## config.mk

```make
export PLATFORM = sky130hd
export DESIGN_NAME = serial_adder_ctrl_flat
export DESIGN_NICKNAME = d
export VERILOG_FILES = /design/src/rtl/serial_adder_ctrl_pkg.sv /design/src/rtl/serial_adder_ctrl_if.sv /design/src/rtl/full_adder.sv /design/src/rtl/serial_adder_ctrl.sv /design/src/flat_wrapper.sv
export SDC_FILE = /design/constraint.sdc
export NUM_CORES = 1
export LEC_CHECK = 0
export BUFFER_PORTS_ARGS = -buffer_cell sky130_fd_sc_hd__clkbuf_2
export CAP_MARGIN = 30
export CELL_PAD_IN_SITES_DETAIL_PLACEMENT = 1
export CELL_PAD_IN_SITES_GLOBAL_PLACEMENT = 2
export CORE_MARGIN = 4
export CORE_UTILIZATION = 36
export DETAILED_ROUTE_END_ITERATION = 8
export PLACE_DENSITY_LB_ADDON = 0.1
export REMOVE_ABC_BUFFERS = 1
export SETUP_SLACK_MARGIN = 0.02
export SLEW_MARGIN = 20
export SYNTH_ARGS = -nofsm -noshare
export SYNTH_HDL_FRONTEND = slang
export SYNTH_SLANG_ARGS = --single-unit
```

## constraint.sdc

```tcl
create_clock -name clk -period 1.59 [get_ports clk]
set_clock_uncertainty 0.05 [all_clocks]
set_input_delay 0.2385 -clock clk [delete_from_list [all_inputs] [get_ports clk]]
set_output_delay 0.2385 -clock clk [all_outputs]
set_load 0.005 [all_outputs]
```

## src/rtl/serial_adder_ctrl_pkg.sv

```systemverilog
// Shared definitions for the bit-serial adder/subtractor controller:
// FSM state encoding, default width and the bit-counter width helper.
package serial_adder_ctrl_pkg;

    typedef enum logic [1:0] {
        IDLE  = 2'd0,
        SHIFT = 2'd1,
        DONE  = 2'd2
    } state_e;

    localparam int DEFAULT_WIDTH = 8;

    // Counter only has to reach WIDTH-1, so clog2(WIDTH) bits suffice.
    function automatic int cntWidth(input int width);
        return (width < 2) ? 1 : $clog2(width);
    endfunction

endpackage

```

## src/rtl/serial_adder_ctrl_if.sv

```systemverilog
// Request/result bundle between a requester (master) and the serial
// adder controller (slave).
interface serial_adder_ctrl_if
    import serial_adder_ctrl_pkg::*;
#(
    parameter int WIDTH = DEFAULT_WIDTH
) ();

    logic             start;
    logic             sub;
    logic [WIDTH-1:0] a_in;
    logic [WIDTH-1:0] b_in;
    logic             ready;
    logic             busy;
    logic             done;
    logic [WIDTH-1:0] sum;
    logic             cout;

    modport master (
        output start, sub, a_in, b_in,
        input  ready, busy, done, sum, cout
    );

    modport slave (
        input  start, sub, a_in, b_in,
        output ready, busy, done, sum, cout
    );

endinterface

```

## src/rtl/full_adder.sv

```systemverilog
// Single-bit full adder cell; purely combinational, shared by the
// serial controller which owns all of its timing.
module full_adder (
    input  logic a,
    input  logic b,
    input  logic cin,
    output logic s,
    output logic cout
);

    assign s    = a ^ b ^ cin;
    assign cout = (a & b) | (cin & (a ^ b));

endmodule

```

## src/rtl/serial_adder_ctrl.sv

```systemverilog
// Bit-serial adder/subtractor controller: captures two operands, feeds them
// LSB-first through one full_adder with a registered carry, then pulses done.
module serial_adder_ctrl
    import serial_adder_ctrl_pkg::*;
#(
    parameter int WIDTH = DEFAULT_WIDTH
) (
    input  logic               clk,
    input  logic               rst_n,
    serial_adder_ctrl_if.slave bus
);

    localparam int              CNT_W    = cntWidth(WIDTH);
    localparam logic [CNT_W-1:0] LAST_CNT = CNT_W'(WIDTH - 1);

    state_e             state_q, state_d;
    logic [WIDTH-1:0]   aReg_q, aReg_d;
    logic [WIDTH-1:0]   bReg_q, bReg_d;
    logic [WIDTH-2:0]   resReg_q, resReg_d;
    logic               carry_q, carry_d;
    logic [CNT_W-1:0]   count_q, count_d;
    logic [WIDTH-1:0]   sum_q, sum_d;
    logic               cout_q, cout_d;

    logic               faSum;
    logic               faCout;
    logic [WIDTH-1:0]   resNext;

    full_adder u_fullAdder (
        .a    (aReg_q[0]),
        .b    (bReg_q[0]),
        .cin  (carry_q),
        .s    (faSum),
        .cout (faCout)
    );

    // The partial result keeps WIDTH-1 bits; the last sum bit lands directly
    // in the output register on the final SHIFT edge.
    assign resNext = {faSum, resReg_q};

    // Subtraction mode lives entirely in the inverted B operand and the
    // initial carry of 1, so nothing downstream needs to remember it.
    always_comb begin
        state_d  = state_q;
        aReg_d   = aReg_q;
        bReg_d   = bReg_q;
        resReg_d = resReg_q;
        carry_d  = carry_q;
        count_d  = count_q;
        sum_d    = sum_q;
        cout_d   = cout_q;

        case (state_q)
            IDLE: begin
                if (bus.start) begin
                    state_d = SHIFT;
                    aReg_d  = bus.a_in;
                    bReg_d  = bus.sub ? ~bus.b_in : bus.b_in;
                    carry_d = bus.sub;
                    count_d = '0;
                end
            end
            SHIFT: begin
                aReg_d   = aReg_q >> 1;
                bReg_d   = bReg_q >> 1;
                resReg_d = resNext[WIDTH-1:1];
                carry_d  = faCout;
                count_d  = count_q + CNT_W'(1);
                if (count_q == LAST_CNT) begin
                    state_d = DONE;
                    sum_d   = resNext;
                    cout_d  = faCout;
                end
            end
            DONE: begin
                state_d = IDLE;
            end
            default: begin
                state_d = IDLE;
            end
        endcase
    end

    always_ff @(posedge clk or negedge rst_n) begin
        if (!rst_n) begin
            state_q  <= IDLE;
            aReg_q   <= '0;
            bReg_q   <= '0;
            resReg_q <= '0;
            carry_q  <= 1'b0;
            count_q  <= '0;
            sum_q    <= '0;
            cout_q   <= 1'b0;
        end else begin
            state_q  <= state_d;
            aReg_q   <= aReg_d;
            bReg_q   <= bReg_d;
            resReg_q <= resReg_d;
            carry_q  <= carry_d;
            count_q  <= count_d;
            sum_q    <= sum_d;
            cout_q   <= cout_d;
        end
    end

    assign bus.ready = (state_q == IDLE);
    assign bus.busy  = (state_q == SHIFT);
    assign bus.done  = (state_q == DONE);
    assign bus.sum   = sum_q;
    assign bus.cout  = cout_q;

endmodule

```

## src/flat_wrapper.sv

```systemverilog
// flat-port wrapper written by rule: the top's interface ports become plain ports
module serial_adder_ctrl_flat import serial_adder_ctrl_pkg::*;
#(
    parameter int WIDTH = DEFAULT_WIDTH
)
  (clk, rst_n, bus_start, bus_sub, bus_a_in, bus_b_in, bus_ready, bus_busy, bus_done, bus_sum, bus_cout);
  serial_adder_ctrl_if #(.WIDTH(WIDTH)) bus_i ();
  input  logic clk;
  input  logic rst_n;
  input wire logic [$bits(bus_i.start)-1:0] bus_start;
  input wire logic [$bits(bus_i.sub)-1:0] bus_sub;
  input wire logic [$bits(bus_i.a_in)-1:0] bus_a_in;
  input wire logic [$bits(bus_i.b_in)-1:0] bus_b_in;
  output wire logic [$bits(bus_i.ready)-1:0] bus_ready;
  output wire logic [$bits(bus_i.busy)-1:0] bus_busy;
  output wire logic [$bits(bus_i.done)-1:0] bus_done;
  output wire logic [$bits(bus_i.sum)-1:0] bus_sum;
  output wire logic [$bits(bus_i.cout)-1:0] bus_cout;
  assign bus_i.start = bus_start;
  assign bus_i.sub = bus_sub;
  assign bus_i.a_in = bus_a_in;
  assign bus_i.b_in = bus_b_in;
  assign bus_ready = bus_i.ready;
  assign bus_busy = bus_i.busy;
  assign bus_done = bus_i.done;
  assign bus_sum = bus_i.sum;
  assign bus_cout = bus_i.cout;
  serial_adder_ctrl #(.WIDTH(WIDTH)) u_core (.clk(clk), .rst_n(rst_n), .bus(bus_i));
endmodule
```

==> insert_results.sql <==
INSERT INTO impl_metrics (metric_group, metric, value, unit) VALUES
('status', 'status', 'finished, final reports clean', ''),
('worst_hold_path', 'worst_hold_path_type', 'input port to register', ''),
('place', 'placedInstanceArea', '2069', 'um2'),
('synthesis', 'most_instantiated_library_cell_after_synthesis', 'sky130_fd_sc_hd__dfrtp_1', ''),
('sta', 'final_hold_viol_count', '0', ''),
('synthesis', 'synthTopCellsByArea', 'sky130_fd_sc_hd__dfrtp_1 (53%), sky130_fd_sc_hd__mux2_2 (10%), sky130_fd_sc_hd__nor2b_1 (4.5%), sky130_fd_sc_hd__a22oi_1 (3.8%), sky130_fd_sc_hd__xnor2_1 (3.4%)', ''),
('worst_hold_path', 'timing.hold.worst.start', 'bus_a_in[4]', ''),
('sta', 'timing.final.crit_share', '93.69', '%'),
('grt', 'overflow', '0', ''),
('die', 'die-width', '78.67', 'um'),
('routing', 'ant_nets', '0', ''),
('synthesis', 'yosys.cell_types.count', '26', ''),
('place', 'port_buffers', '31', ''),
('die', 'core.rowCount', '25', ''),
('sta', 'final-max-slew-violation-count', '0', ''),
('layout', 'instances_no_fill', '262', ''),
('clock_tree', 'h_tree_depth', '2', ''),
('place', 'dpl.hpwl', '2924', 'um'),
('worst_hold_path', 'capture_endpoint_of_the_worst_hold_path', 'u_core.aReg_q[4]', ''),
('worst_setup_path', 'reg2reg_setup_slack', '0.12', 'ns'),
('place', 'placedCellCount', '250', ''),
('routing', 'post_drt_wl_per_cell', '15.44', 'um'),
('layout', 'postLayoutCellArea', '2211', 'um2'),
('clock_tree', 'cts-root-buf', 'sky130_fd_sc_hd__clkbuf_8', ''),
('worst_setup_path', 'r2r-start', 'u_core.count_q[0]', ''),
('sta', 'setup-violations-final', '0', ''),
('pwr', 'power_density_relative_to_cell_area', '1701', 'nW/um2'),
('grt', 'grt_start_max_net_pins', '22', ''),
('pwr', 'clkPwrFrac', '16.5', '%'),
('synthesis', 'synth-warning-count', '0', ''),
('die', 'number_of_ports_placed_on_the_die_boundary', '32', ''),
('pwr', 'p_sw', '1.244', 'mW'),
('sta', 'achievable-frequency', '671.3', 'MHz'),
('layout', 'syn2layout_area_growth', '22.96', '%'),
('synthesis', 'asyncSetResetFlopFracSynth', '100.0', '%'),
('synthesis', 'synth_area', '1798', 'um2'),
('routing', 'drt_first_pass_iters', '4', ''),
('clock_tree', 'cts_buffer_depth', '2', ''),
('synthesis', 'synth_flop_cell', 'sky130_fd_sc_hd__dfrtp_1', ''),
('worst_setup_path', 'crit_path_start_kind', 'register', ''),
('layout', 'final_core_utilization', '46.20', '%'),
('routing', 'route.detailed.vias_per_inst', '5.046', ''),
('run', 'maxCapViolations', '0', ''),
('place', 'gp_congestion', '0.7324', ''),
('worst_hold_path', 'hold_depth', '3', ''),
('grt', 'gr_usage_total', '15.21', '%'),
('pwr', 'comb_power_share', '39.5', '%'),
('layout', 'finish.net_count', '218', ''),
('worst_setup_path', 'timing.critical_path.arrival', '1.20', 'ns'),
('grt', 'grt_pass1_wl', '7300', 'um'),
('pwr', 'overall_power', '3.761', 'mW'),
('routing', 'remaining_drc_errors', '0', ''),
('sta', 'relSlewSlack', '65.74', '%'),
('die', 'initial_utilization', '37.57', '%'),
('die', 'floorplan.die_area', '6189', 'um2'),
('die', 'core_area', '4786', 'um2'),
('routing', 'dr_total_vias', '1322', ''),
('pwr', 'sw_share', '33.08', '%'),
('synthesis', 'postSynthAreaPerCell', '11.75', 'um2'),
('pwr', 'ir_drop', '0.5822', 'mV'),
('pwr', 'cell_internal_pwr', '2.517', 'mW'),
('synthesis', 'synth_top_cells_by_count', 'sky130_fd_sc_hd__dfrtp_1 (38), sky130_fd_sc_hd__mux2_2 (16), sky130_fd_sc_hd__nor2b_1 (13)', ''),
('worst_setup_path', 'cp_max_fo', '13', ''),
('worst_setup_path', 'cp_data_required_time', '1.30', 'ns'),
('routing', 'drt_iter0_markers', '68', ''),
('sta', 'setup_tns', '0', 'ns'),
('layout', 'diodes', '0', ''),
('worst_setup_path', 'criticalPathCategory', 'register to output pin', ''),
('pwr', 'proportion_of_power_drawn_by_flip_flops_and_latches', '44.0', '%'),
('worst_setup_path', 'crit-reg2reg-capture', 'u_core.bus.sum[1]', ''),
('grt', 'grt_antenna_before_repair', '0', '');
worst max-delay path: stages (launching register included):
cell and delay [ns]:
sky130_fd_sc_hd__dfrtp_1 0.41, sky130_fd_sc_hd__buf_6 0.14, sky130_fd_sc_hd__buf_6 0.14, sky130_fd_sc_hd__nor2b_1 0.11, sky130_fd_sc_hd__buf_2 0.12
state kept, by name, summed over array words and instances, names as in the netlist:
signal,count
u_core.aReg_q,8
u_core.carry_q,1
u_core.resReg_q,7
u_core.state_q,2
u_core.bReg_q,8
u_core.bus.sum,8
u_core.bus.cout,1
u_core.count_q,3
stage by stage:
step / worst slack [ns] / hold slack [ns]
6_report: 0.1004 / 0.1966
3_3_place_gp: 0.1334 / 0.1778
5_1_grt: 0.02502 / 0.2035
2_1_floorplan: -0.9172 / -0.1071
4_1_cts: 0.02635 / 0.1919
3_5_place_dp: 0.09548 / 0.1828
cells by family after synthesis:
family	after synthesis	share of synthesized area, %
muxes	18	11.20
AOI/OAI and AO/OA	44	16.98
buffers and inverters	20	5.289
DFF	38	52.89
and+or+nand+nor	22	7.238
xor gates and xnor gates	8	3.897
adders and majority gates	3	2.505
power groups by stage:
stage	Combinational (mW)	Clock, mW	Sequential, mW
6_report	1.48	0.620	1.66
4_1_cts	1.46	0.649	1.66
3_3_place_gp	1.34	0	1.66
5_1_grt	1.67	0.711	1.72
3_5_place_dp	1.41	0	1.69
2_1_floorplan	0.838	0	1.65
routing by layer:
| layer | part of all wire [%] | track usage (%) | routed length [um] |
|---|---|---|---|
| met1 | 47 | 19.96 | 1901 |
| met2 | 47 | 24.11 | 1920 |
| met3 | 4.3 | 4.472 | 174 |
| met4 | 1.2 | 4.720 | 49 |
| met5 | 0 | 0 | 0 |
what timing repair did:
item | CTS | global route
gates resized for setup | 2 | 6
hold buffers | 1 | 0
setup buffers | 2 | 2
hold endpoints to repair | 17 | 0
pin swaps | 0 | 0
endpoints found under the setup margin | 1 | 16
cells in the final DEF (no fill, tap or decap), drive strengths merged:
cell / Yosys / final
a221o: 6 / 6
o211ai: 1 / 1
nor2: 3 / 3
fa: 1 / 1
a21oi: 10 / 10
a22o: 2 / 2
nor2b: 13 / 13
buf: 9 / 16
o21ai: 10 / 10
xor2: 1 / 1
mux2: 17 / 17
or2: 1 / 1
or3b: 1 / 1
mux2i: 1 / 1
dfrtp: 38 / 38
clkinv: 0 / 2
o32ai: 6 / 6
a22oi: 9 / 9
inv: 8 / 8
clkbuf: 3 / 35
xnor2: 7 / 7
dlygate4sd3: 0 / 1
nand2: 4 / 4
ha: 2 / 2
worst max path at each step:
stage | startpoint | to | slack, ns | cells past startpoint
after floorplan | u_core.state_q[0] | u_core.bus.sum[3] | -0.92 | 3
after global placement | u_core.count_q[0] | u_core.bus.sum[6] | 0.13 | 4
after detailed placement | u_core.state_q[0] | u_core.resReg_q[5] | 0.1 | 3
after CTS | u_core.state_q[1] | bus_busy | 0.03 | 3
after global routing | u_core.state_q[1] | bus_done | 0.03 | 3
final | u_core.state_q[0] | bus_done | 0.10 | 4
final cells by class:
type                            instances  area (um2)
Clock buffer                            5       68.82
Clock inverter                          2       10.01
Fill cell                             542        2575
Inverter                                8       30.03
Multi-Input combinational cell         95       764.5
Sequential cell                        38       952.2
Tap cell                               67       83.83
Timing Repair Buffer                   47       301.5
Note: power is estimated with default switching activity, not from simulation.
